### src/rtl/sine_taylor_pkg.sv
// Package: sine_taylor_pkg
// Shared Taylor coefficients (Q0.16) and FSM states for the sine summation stage.
package sine_taylor_pkg;

  localparam int K_FRAC = 16;
  localparam int CW     = 16;

  // 1/6, 1/120 and 1/5040 scaled by 2^K_FRAC
  localparam logic [CW-1:0] C3 = 16'd10923;
  localparam logic [CW-1:0] C5 = 16'd546;
  localparam logic [CW-1:0] C7 = 16'd13;

  typedef enum logic [2:0] {
    IDLE = 3'd0,
    T3   = 3'd1,
    T5   = 3'd2,
    T7   = 3'd3,
    DONE = 3'd4
  } state_e;

endpackage

### src/rtl/sine_taylor_mac.sv
// Module: sine_taylor_mac
// Registered signed accumulator: load operand<<K_FRAC, or add/subtract operand*coef.
module sine_taylor_mac
  import sine_taylor_pkg::*;
#(
  parameter int W     = 16,
  parameter int ACC_W = W + K_FRAC + 2
) (
  input  logic                    clk,
  input  logic                    rst_n,
  input  logic                    load_i,
  input  logic                    en_i,
  input  logic                    sub_i,
  input  logic [W-1:0]            operand_i,
  input  logic [CW-1:0]           coef_i,
  output logic signed [ACC_W-1:0] acc_d_o
);

  logic signed [ACC_W-1:0] acc_q;
  logic signed [ACC_W-1:0] acc_d;
  logic [W+CW-1:0]         prod;
  logic signed [ACC_W-1:0] prod_ext;
  logic signed [ACC_W-1:0] load_val;

  assign prod     = {{CW{1'b0}}, operand_i} * {{W{1'b0}}, coef_i};
  assign prod_ext = signed'(ACC_W'(prod));
  assign load_val = signed'(ACC_W'({operand_i, {K_FRAC{1'b0}}}));

  always_comb begin
    acc_d = acc_q;
    if (load_i) begin
      acc_d = load_val;
    end else if (en_i) begin
      acc_d = sub_i ? (acc_q - prod_ext) : (acc_q + prod_ext);
    end
  end

  always_ff @(posedge clk or negedge rst_n) begin
    if (!rst_n) begin
      acc_q <= '0;
    end else begin
      acc_q <= acc_d;
    end
  end

  // The top saturates the value being written so the result lands on the same edge
  assign acc_d_o = acc_d;

endmodule

### src/rtl/sine_taylor_sum.sv
// Module: sine_taylor_sum
// Sums x - x^3/6 + x^5/120 - x^7/5040 with one shared MAC. Optional macro SINE_TAYLOR_ROUND_EN.
module sine_taylor_sum
  import sine_taylor_pkg::*;
#(
  parameter int W    = 16,
  parameter int FRAC = 14,
  parameter int NUM  = 7
) (
  input  logic         clk,
  input  logic         rst_n,
  input  logic         in_vld,
  output logic         in_rdy,
  input  logic [W-1:0] x,
  input  logic [W-1:0] x3,
  input  logic [W-1:0] x5,
  input  logic [W-1:0] x7,
  output logic         out_vld,
  input  logic         out_rdy,
  output logic [W-1:0] sin
);

  localparam int ACC_W = W + K_FRAC + 2;
  localparam logic signed [ACC_W-1:0] SIN_MAX = signed'(ACC_W'({W{1'b1}}));

  if (NUM != 3 && NUM != 5 && NUM != 7) begin : g_bad_num
    $error("sine_taylor_sum: NUM must be 3, 5 or 7");
  end
  if (FRAC >= W) begin : g_bad_frac
    $error("sine_taylor_sum: FRAC must be smaller than W");
  end

  state_e                  state_q, state_d;
  logic [W-1:0]            x3_q, x5_q, x7_q;
  logic [W-1:0]            sin_q;
  logic                    out_vld_q;
  logic                    mac_load, mac_en, mac_sub;
  logic [W-1:0]            mac_operand;
  logic [CW-1:0]           mac_coef;
  logic signed [ACC_W-1:0] acc_d;
  logic signed [ACC_W-1:0] acc_rnd;
  logic signed [ACC_W-1:0] acc_shift;
  logic [W-1:0]            sat_val;
  logic                    finish;

  // Sequencing: one product per term state, sign alternating with the series
  always_comb begin
    state_d     = state_q;
    mac_load    = 1'b0;
    mac_en      = 1'b0;
    mac_sub     = 1'b0;
    mac_operand = x;
    mac_coef    = '0;
    case (state_q)
      IDLE: begin
        if (in_vld) begin
          state_d  = T3;
          mac_load = 1'b1;
        end
      end
      T3: begin
        mac_en      = 1'b1;
        mac_sub     = 1'b1;
        mac_operand = x3_q;
        mac_coef    = C3;
        state_d     = (NUM >= 5) ? T5 : DONE;
      end
      T5: begin
        mac_en      = 1'b1;
        mac_operand = x5_q;
        mac_coef    = C5;
        state_d     = (NUM == 7) ? T7 : DONE;
      end
      T7: begin
        mac_en      = 1'b1;
        mac_sub     = 1'b1;
        mac_operand = x7_q;
        mac_coef    = C7;
        state_d     = DONE;
      end
      DONE: begin
        if (out_rdy) state_d = IDLE;
      end
      default: state_d = IDLE;
    endcase
  end

  always_ff @(posedge clk or negedge rst_n) begin
    if (!rst_n) begin
      state_q <= IDLE;
    end else begin
      state_q <= state_d;
    end
  end

  always_ff @(posedge clk or negedge rst_n) begin
    if (!rst_n) begin
      x3_q <= '0;
      x5_q <= '0;
      x7_q <= '0;
    end else if (state_q == IDLE && in_vld) begin
      x3_q <= x3;
      x5_q <= x5;
      x7_q <= x7;
    end
  end

  sine_taylor_mac #(.W(W), .ACC_W(ACC_W)) u_mac (
    .clk       (clk),
    .rst_n     (rst_n),
    .load_i    (mac_load),
    .en_i      (mac_en),
    .sub_i     (mac_sub),
    .operand_i (mac_operand),
    .coef_i    (mac_coef),
    .acc_d_o   (acc_d)
  );

`ifdef SINE_TAYLOR_ROUND_EN
  localparam logic signed [ACC_W-1:0] RND_HALF = signed'(ACC_W'(1)) <<< (K_FRAC - 1);
  assign acc_rnd = acc_d + RND_HALF;
`else
  assign acc_rnd = acc_d;
`endif

  assign acc_shift = acc_rnd >>> K_FRAC;

  always_comb begin
    if (acc_shift[ACC_W-1]) begin
      sat_val = '0;
    end else if (acc_shift > SIN_MAX) begin
      sat_val = '1;
    end else begin
      sat_val = acc_shift[W-1:0];
    end
  end

  assign finish = (state_q == T3 || state_q == T5 || state_q == T7) && (state_d == DONE);

  always_ff @(posedge clk or negedge rst_n) begin
    if (!rst_n) begin
      sin_q     <= '0;
      out_vld_q <= 1'b0;
    end else if (finish) begin
      sin_q     <= sat_val;
      out_vld_q <= 1'b1;
    end else if (state_q == DONE && out_rdy) begin
      out_vld_q <= 1'b0;
    end
  end

  assign in_rdy  = (state_q == IDLE);
  assign out_vld = out_vld_q;
  assign sin     = sin_q;

endmodule

### config.mk
export PLATFORM = sky130hd
export DESIGN_NAME = sine_taylor_sum
export DESIGN_NICKNAME = d
export VERILOG_FILES = /design/src/rtl/sine_taylor_pkg.sv /design/src/rtl/sine_taylor_mac.sv /design/src/rtl/sine_taylor_sum.sv
export SDC_FILE = /design/constraint.sdc
export NUM_CORES = 1
export LEC_CHECK = 0
export CELL_PAD_IN_SITES_DETAIL_PLACEMENT = 0
export CELL_PAD_IN_SITES_GLOBAL_PLACEMENT = 1
export CORE_UTILIZATION = 42
export DETAILED_ROUTE_END_ITERATION = 12
export GPL_ROUTABILITY_DRIVEN = 0
export GPL_TIMING_DRIVEN = 0
export PLACE_DENSITY_LB_ADDON = 0.1
export SYNTH_ARGS = -nofsm -noshare
export SYNTH_HDL_FRONTEND = slang
export SYNTH_SLANG_ARGS = --single-unit
### constraint.sdc
create_clock -name clk -period 8.95 [get_ports clk]
set_input_delay 1.3425 -clock clk [delete_from_list [all_inputs] [get_ports clk]]
set_output_delay 1.3425 -clock clk [all_outputs]
set_load 0.01 [all_outputs]
**Yosys cells after proc, flatten, opt, wreduce, memory -nomap -nowiden**

Cells that the tools add are included.

- Register bits after elaboration: 102
- Output and inout port bits: 18
- Bits of input ports: 68

- Eq/ne operators: 5
- $add $sub $neg: 2
- $lt $le $gt $ge: 1
- Multiplexer cells: 16
- Reduce and logical (&&, ||, !) cells: 10
- Multiply operators: 1

Operators with widths:

| kind | count |
|---|---|
| two-way mux 34 bit | 3 |
| one-hot mux 16 bit (3 select lines) | 1 |
| one-hot mux 14 bit (3 select lines) | 1 |
| adder 34 x 33 -> 34 bit | 1 |
| subtractor 34 x 33 -> 34 bit | 1 |
| two-way mux 16 bit | 2 |
| multiplier 16 x 14 -> 30 bit | 1 |
| > comparator 18 x 17 -> 1 bit (second input constant) | 1 |
| one-hot mux 3 bit (5 select lines) | 1 |
| == test 3 x 2 -> 1 bit (second input constant) | 2 |
| == test 3 bit (second input constant) | 2 |
| two-way mux 1 bit | 6 |
| two-way mux 3 bit | 2 |
| nonzero test 2 bit | 2 |
| == test 3 x 1 -> 1 bit (second input constant) | 1 |
| logical AND 1 bit | 3 |
| logical NOT 3 bit | 1 |
| OR reduction 3 bit | 1 |
| logical OR 1 bit | 2 |
| OR reduction 2 bit | 1 |

**Depth between registers and ports, before layout**

Gate-level depths: netlist of run 1.

- Depth after elaboration: 10
- Gate-level depth with buffers: 45
- Mapped depth without buffers: 41

**Modules after synthesis**

A second synthesis of run 1 with hierarchy kept.

- Cell total of the unflattened synthesis: 1822
- Area, all modules: 16211.8 µm²

Modules (own cells, without submodules):

| module | times used | sequential area each (µm²) | cells an instance | area each (µm²) |
|---|---|---|---|---|
| sine_taylor_mac | 1 | 850.8 | 1545 | 12919.9 |
| sine_taylor_sum | 1 | 1701.6 | 277 | 3291.9 |

**Worst setup path after synthesis of run 1**

Ideal clock, no wire load.

- Path kind: register to register
- Start point: reg state_q[1]
- End point: reg u_mac.acc_q[33]
- Slack: -967 ps
- Setup time: 79 ps
- Data required time: 8871 ps
- Stages on the path, launching flop included: 45
- Arrival: 9838 ps
- Path buffers: 4
- Cells stage by stage: dfrtp_1 clkbuf_1 nor2b_1 clkbuf_1 a22oi_1 nor2_1 o21ai_0 inv_1 ha_1 inv_1 fa_1 inv_1 fa_1 inv_1 fa_1 inv_1 fa_1 inv_1 [... 9 more ...] a221oi_1 nor3_1 nand3_2 o21ai_0 xor2_1 ha_1 clkbuf_1 and3_1 a221o_1 a31oi_1 o21ai_0 o21bai_1 o41ai_1 nor2_1 a211oi_2 mux2_2 a211oi_2 mux2i_1

- Longest elaborated chain between the ends: 7

RTL lines:

| element | RTL line | RTL |
|---|---|---|
| start, declared | sine_taylor_sum.sv:33 | `state_e state_q, state_d;` |
| start signal, assigned | sine_taylor_sum.sv:92 | `state_q <= state_d;` |
| == test 3 x 2 -> 1 bit / == test 3 x 1 -> 1 bit (equally long branches) | sine_taylor_sum.sv:54 | `case (state_q)` |
| one-hot mux 16 bit (3 select lines) / one-hot mux 14 bit (3 select lines) (equally long branches) | sine_taylor_sum.sv:54 |  |
| multiplier 16 x 14 -> 30 bit | sine_taylor_mac.sv:25 | `assign prod = {{CW{1'b0}}, operand_i} * {{W{1'b0}}, coef_i};` |
| adder 34 x 33 -> 34 bit / subtractor 34 x 33 -> 34 bit (equally long branches) | sine_taylor_mac.sv:34 | `acc_d = sub_i ? (acc_q - prod_ext) : (acc_q + prod_ext);` |
| two-way mux 34 bit | sine_taylor_mac.sv:34 |  |
| two-way mux 34 bit | sine_taylor_mac.sv:33 | `end else if (en_i) begin` |
| two-way mux 34 bit * | sine_taylor_mac.sv:31 | `if (load_i) begin` |
| named net acc_d[33] | sine_taylor_sum.sv:40 | `logic signed [ACC_W-1:0] acc_d;` |
| end signal, assigned | sine_taylor_mac.sv:40 | `acc_q <= '0;` |
| end signal, assigned | sine_taylor_mac.sv:42 | `acc_q <= acc_d;` |
| end, declared | sine_taylor_mac.sv:19 | `logic signed [ACC_W-1:0] acc_q;` |

The timed path passes the listed nets; every way through them passes the cells marked *. The select of a mux whose other input is x is not followed.
A chain may end at the register's enable or synchronous reset.

**Final worst setup path of run 1**

- Start point: reg state_q[0]
- End point: reg sin_q[7], in the netlist sin[7]

- Longest elaborated chain between the ends: 10

RTL lines:

| element | RTL line | RTL |
|---|---|---|
| == test 3 x 2 -> 1 bit / == test 3 x 1 -> 1 bit (equally long branches) | sine_taylor_sum.sv:54, sine_taylor_sum.sv:138 |  |
| one-hot mux 16 bit (3 select lines) / one-hot mux 14 bit (3 select lines) (equally long branches) | sine_taylor_sum.sv:54 |  |
| multiplier 16 x 14 -> 30 bit | sine_taylor_mac.sv:25 |  |
| adder 34 x 33 -> 34 bit / subtractor 34 x 33 -> 34 bit (equally long branches) | sine_taylor_mac.sv:34 |  |
| two-way mux 34 bit | sine_taylor_mac.sv:34 |  |
| two-way mux 34 bit | sine_taylor_mac.sv:33 |  |
| two-way mux 34 bit | sine_taylor_mac.sv:31 |  |
| > comparator 18 x 17 -> 1 bit | sine_taylor_sum.sv:131 | `end else if (acc_shift > SIN_MAX) begin` |
| two-way mux 16 bit | sine_taylor_sum.sv:131 |  |
| two-way mux 16 bit | sine_taylor_sum.sv:129 | `if (acc_shift[ACC_W-1]) begin` |
| end signal, assigned | sine_taylor_sum.sv:145 | `sin_q <= sat_val;` |
| end, declared | sine_taylor_sum.sv:35 | `logic [W-1:0] sin_q;` |

Several ways; a longest one is shown, not always the timed one. The select of a mux whose other input is x is not followed.

==> results of run 1 <==
-- cells in the mapped netlist (7+ instances only) --
library cell | number | area, sq um
a211oi_1 | 16 | 120.1
a21o_1 | 34 | 255.2
a21oi_1 | 63 | 315.3
a22oi_1 | 7 | 52.55
a31oi_1 | 9 | 56.30
and2_1 | 23 | 143.9
and3_1 | 23 | 143.9
buf_2 | 9 | 45.04
clkbuf_1 | 45 | 168.9
dfrtp_1 | 102 | 2552
fa_1 | 87 | 1742
ha_1 | 178 | 2227
inv_1 | 180 | 675.7
mux2_2 | 9 | 101.4
mux2i_1 | 9 | 90.09
nand2_1 | 242 | 908.4
nand2b_1 | 12 | 75.07
nand3_1 | 37 | 185.2
nand4_1 | 8 | 50.05
nor2_1 | 70 | 262.8
nor2b_1 | 10 | 62.56
nor3_1 | 30 | 150.1
o211ai_1 | 10 | 75.07
o21a_1 | 16 | 120.1
o21ai_0 | 53 | 265.3
o31ai_1 | 9 | 67.56
xnor2_1 | 39 | 341.6
xor2_1 | 38 | 332.8
-- area by class of cell --
cell class	instances	area, sq um
Timing Repair Buffer	142	1333
Buffer	52	356.6
Inverter	181	679.4
Tap cell	384	480.5
Sequential cell	102	2554
Clock inverter	5	63.81
Fill cell	2683	13270
Multi-Input combinational cell	1125	9951
Clock buffer	11	252.7
-- registers in the layout, indices dropped and copies added, names as in the netlist --
register	cells
x7_q	16
out_vld	1
u_mac.acc_q	34
state_q	3
x3_q	16
sin	16
x5_q	16
-- cells by family (layout without fill, tap and decap cells) --
logic type                 count (synthesis)  in the layout  share of synthesized area (%)
xor gates and xnor gates                  78             78                          5.548
and+or+nand+nor                          495            495                          18.48
DFF                                      102            102                          20.50
buffers and inverters                    242            391                          7.508
AOI/OAI and AO/OA                        269            269                          14.53
adders and majority gates                265            265                          31.88
muxes                                     18             18                          1.538
-- layer usage --
layer | GRT usage (%) | share of wire, % | up-vias
met4 | 7.895 | 3.3 | 0
met3 | 2.231 | 3.6 | 51
li1 | - | - | 5251
met2 | 40.75 | 48 | 239
met5 | 0 | 0 | -
met1 | 30.07 | 45 | 4946
-- worst paths after layout --
path,end,cells after the start
setup / recovery,sin[7]$_DFFE_PN0P_,41
hold / removal,x5_q[8]$_DFFE_PN0P_,2
setup reg to reg,sin[7]$_DFFE_PN0P_,41
hold reg to reg,x5_q[8]$_DFFE_PN0P_,2
max in group asynchronous,x7_q[5]$_DFFE_PN0P_,2
min in group asynchronous,sin[14]$_DFFE_PN0P_,1
-- stage by stage --
stage               util (%)  hold slack [ns]  area, sq um  setup TNS (ns)  setup WS [ns]
floorplan                  -           0.4374        12590          -3.159        -0.2416
global placement       48.12           0.4609        13920          -53.80         -2.235
detailed placement     48.21           0.4582        13950          -55.07         -2.258
CTS                    52.30           0.4777        15130          -7.940        -0.5075
global route           54.16           0.4967        15670          -16.95        -0.8878
finish                 54.16           0.4757        15670          -8.751        -0.5398
-- critical path, delay by kind of cell (launching register included) --
kind,cells,cell delay (ns)
flip-flops,1,0.50
buffers and inverters,9,1.13
XOR/XNOR,3,0.57
adder cells (fa/ha/maj),8,3.08
AND/OR/NAND/NOR,12,1.86
AO/OA/AOI/OAI,9,2.22
-- what timing repair did --
action	in CTS	in global routing
gates resized for setup	144	79
setup endpoints to repair	34	30
gates cloned	1	0
pin swaps	37	56
setup buffers	31	25
endpoints found under the hold margin	0	0
==> qor.txt, run 1 <==
status = finished, violations left
failing checks = setup timing
CP endpoint kind = flop
commonest non-fill, non-tap cell in the layout = nand2_1
placed cells = 1939
RSZ-0062 raised after global routing = true
WP data arrival = 9.76 ns
vias in the first global route = 10680
Slew @ Worst Pin = 0.9332 ns
clock buffer depth = 2
Clock Root Buffer = clkbuf_16
first-pass GRT wire length = 55.79 mm
Worst R2R Setup Slack = -0.54 ns
Critical path origin = state_q[0]$_DFF_PN0_
DRC = 0
Port Buffers = 85
Final ANT Viol Nets = 0
Period Utilization, post-route = 106.0%
critical path's slowest cell = fa_1
core area = 0.02894 sq mm
chip height = 174.2 um
vias = 10487
gr usage total = 23.32%
# clock sinks = 102
hpwl dp = 27.80 mm
Syn Area/Cell = 8.474 sq um
Post-synth EDFFs = 0
most frequent cells in the layout = nand2_1 (234), inv_1 (175), ha_1 (166)
Iter 0 DRT Violations = 522
largest net degree at the start of global routing = 59
Worst R2R Start = state_q[0]$_DFF_PN0_
flops & latches, synth = 102
Skew-Pair Late Insertion Delay = 0.37 ns
detailed-route wire length = 34.78 mm
Worst setup SP type = flop
post-synth net total = 1802
synthesized area = 0.01245 sq mm
async set-or-reset flop fraction in the synthesized netlist = 100.0%
final worst clock skew = 0.01690 ns
final count of negative-setup-slack endpoints = 19
Pre-antenna DRT Iters = 8
GRT overflow = 0
Min-Delay Path Class = flop to flop
Slew HR = 37.78%
die width = 174.2 um
WL/cell = 17.37 um
Worst Hold Launch = x5_q[8]$_DFFE_PN0P_
Slew Limit Fails = 0
DIE AREA = 0.03033 sq mm
Final min period = 9.490 ns
clock slew at reported path FFs = 0.08 ns
worst-path maximum fanout = 9
library cells used by synthesis = 75
ys flop type = dfrtp_1
Area growth syn-to-layout = 25.88%
row count = 62
WP data required = 9.22 ns
share of layout cells above drive strength 1 = 16.44%
Yosys Warn Count = 0
Final WS setup = -0.5398 ns
H-Tree Depth = 3
cell count after synthesis = 1469
Post-Layout Cell Count = 2002
hold buffers post-CTS = 0
# IOs = 86
sequential area share after synthesis = 20.50%
CTS tree = built
Final Hold Fails = 0
initial antenna violation count = 1
diodes inserted = 0
Worst path max stage delay = 0.52 ns
critical path class = flop to flop
Final Net Count = 1946
fmax = 105.4 MHz
CP dominant cell by count = fa_1
# Max-Cap Violations = 0
CTS Buf Count = 9
average vias per placed instance = 5.238
Initial Util = 43.02%
Power of run 1 is left out: the tool's default activity adds up to more than one toggle a clock period on the data nets, which glitch-free logic cannot reach.
==> inputs of run 2 (changes only) <==
--- a/config.mk
+++ b/config.mk
@@ -7,11 +7,12 @@
 export LEC_CHECK = 0
 export CELL_PAD_IN_SITES_DETAIL_PLACEMENT = 0
 export CELL_PAD_IN_SITES_GLOBAL_PLACEMENT = 1
-export CORE_UTILIZATION = 42
+export CORE_UTILIZATION = 40
 export DETAILED_ROUTE_END_ITERATION = 12
 export GPL_ROUTABILITY_DRIVEN = 0
 export GPL_TIMING_DRIVEN = 0
 export PLACE_DENSITY_LB_ADDON = 0.1
+export SLEW_MARGIN = 10
 export SYNTH_ARGS = -nofsm -noshare
 export SYNTH_HDL_FRONTEND = slang
 export SYNTH_SLANG_ARGS = --single-unit
==> qor.txt, run 2 (synthesized netlist as in run 1, its figures left out) <==
Top reg by flops = u_mac.acc_q
max reg flops = 34 (unchanged)
vias = 10746 (+2.5%)
average vias per placed instance = 5.174 (-1.2%)
Iter 0 DRT Violations = 591 (+13%)
final count of negative-setup-slack endpoints = 18 (-1)
chip height = 178.4 um (+2.4%)
Finished Cell Area = 0.01663 sq mm (+6.1%)
Port Buffers = 85 (unchanged)
WP data arrival = 9.68 ns (-0.08 ns)
H-Tree Depth = 3 (unchanged)
commonest non-fill, non-tap cell in the layout = nand2_1
first-pass GRT wire length = 57.10 mm (+2.3%)
vias in the first global route = 10837 (+1.5%)
DRC = 0 (unchanged)
RSZ-0062 raised after global routing = true
GRT overflow = 0 (unchanged)
gr usage total = 23.38% (+0.059 points)
# Max-Cap Violations = 0 (unchanged)
placed cell area = 0.01397 sq mm (+0.13%)
CP dominant cell by count = fa_1
Slew Limit Fails = 0 (unchanged)
# IOs = 86 (unchanged)
share of layout cells above drive strength 1 = 22.13% (+5.7 points)
die width = 178.4 um (+2.4%)
DIE AREA = 0.03183 sq mm (+4.9%)
clock slew at reported path FFs = 0.08 ns (about the same)
hold buffers post-CTS = 0 (unchanged)
fmax = 106.6 MHz (+1.2%)
Slew HR = 37.78% (about the same)
clock buffer depth = 2 (unchanged)
Clock Root Buffer = clkbuf_16
Worst setup SP type = flop
WP data required = 9.25 ns (+0.03 ns)
Area growth syn-to-layout = 33.59%
Slew @ Worst Pin = 0.9332 ns (+0.000009954 ns)
hpwl dp = 28.39 mm (+2.1%)
failing checks = setup timing
Skew-Pair Late Insertion Delay = 0.38 ns (about the same)
Initial Util = 40.69% (-2.3 points)
CTS Buf Count = 9 (unchanged)
final worst clock skew = 0.01323 ns (-0.003672 ns)
most frequent cells in the layout = nand2_1 (230), inv_1 (169), ha_1 (153)
largest net degree at the start of global routing = 62 (+5.1%)
setup TNS = -5.624 ns (+3.127 ns)
WL/cell = 17.52 um (+0.84%)
status = finished, violations left
Final Hold Fails = 0 (unchanged)
Min-Delay Path Class = flop to flop
Worst path max stage delay = 0.54 ns (+0.02 ns)
critical path's slowest cell = fa_1
CTS tree = built
# clock sinks = 102 (unchanged)
diodes inserted = 0 (unchanged)
final hold slack = 0.4720 ns (-0.003658 ns)
detailed-route wire length = 36.39 mm (+4.6%)
Final min period = 9.380 ns (-0.1096 ns)
critical path class = flop to flop
row count = 64 (+3.2%)
worst-path maximum fanout = 11 (+2)
initial antenna violation count = 0 (-1)
Pre-antenna DRT Iters = 5 (-3)
Final ANT Viol Nets = 0 (unchanged)
Final WS setup = -0.4301 ns (+0.1096 ns)
Period Utilization, post-route = 104.8% (-1.2 points)
core area = 0.03059 sq mm (+5.7%)
Final Net Count = 2009 (+3.2%)
CP endpoint kind = flop
==> run 2: final cells by class <==
class                           count  area [sq um]
Fill cell                        2797         13960
Multi-Input combinational cell   1126         10330
Sequential cell                   102          2554
Timing Repair Buffer              205          1898
Inverter                          181         679.4
Tap cell                          396         495.5
Buffer                             51         366.6
Clock buffer                        9         225.2
Clock inverter                      7         77.57
==> run 2: path summary, 6_finish.rpt <==
| kind | cells past startpoint | endpoint | slack (ns) | from |
|---|---|---|---|---|
| worst max-delay path | 39 | u_mac.acc_q[33]$_DFF_PN0_ | -0.43 | state_q[0]$_DFF_PN0_ |
| worst min-delay path | 2 | x7_q[4]$_DFFE_PN0P_ | 0.47 | x7_q[4]$_DFFE_PN0P_ |
| worst max register to register | 39 | u_mac.acc_q[33]$_DFF_PN0_ | -0.43 | state_q[0]$_DFF_PN0_ |
| worst min register to register | 2 | x7_q[4]$_DFFE_PN0P_ | 0.47 | x7_q[4]$_DFFE_PN0P_ |
| max in group asynchronous | 2 | x3_q[6]$_DFFE_PN0P_ | 7.37 | rst_n |
| min in group asynchronous | 1 | sin[14]$_DFFE_PN0P_ | 0.89 | rst_n |
==> run 2: what timing repair did <==
| action | 4_1_cts | 5_1_grt |
|---|---|---|
| hold endpoints to repair | 0 | 0 |
| endpoints found under the setup margin | 34 | 31 |
| cloned | 2 | 2 |
| resized for setup | 192 | 128 |
| buffers inserted | 63 | 55 |
| pin swaps | 63 | 107 |
==> run 2: per-layer routing <==
layer / global-route usage (%) / wire [um] / vias up
li1: - / - / 5371
met3: 2.344 / 1234 / 44
met1: 30.42 / 16440 / 5132
met5: 0 / 0 / -
met2: 41.23 / 17890 / 199
met4: 5.826 / 826 / 0
==> run 2: worst max-delay path: cells and delay by family, from the launching register on <==
kind / cells / cell delay (ns)
buffers and inverters: 10 / 1.12
AOI/OAI and AO/OA: 11 / 2.32
DFF: 1 / 0.49
adders and majority gates: 8 / 3.27
xor gates and xnor gates: 1 / 0.21
muxes: 2 / 0.50
and+or+nand+nor: 7 / 1.35
==> run 2: through the flow <==
step | std cells | setup WS [ns] | util [%]
2_1_floorplan | 1469 | -0.2416 | -
3_3_place_gp | 1950 | -2.283 | 45.57
3_5_place_dp | 1951 | -2.338 | 45.66
4_1_cts | 2025 | -0.5301 | 51.18
5_1_grt | 2077 | -0.7597 | 54.36
6_report | 2077 | -0.4301 | 54.36
Power of run 2 is left out for the same reason.
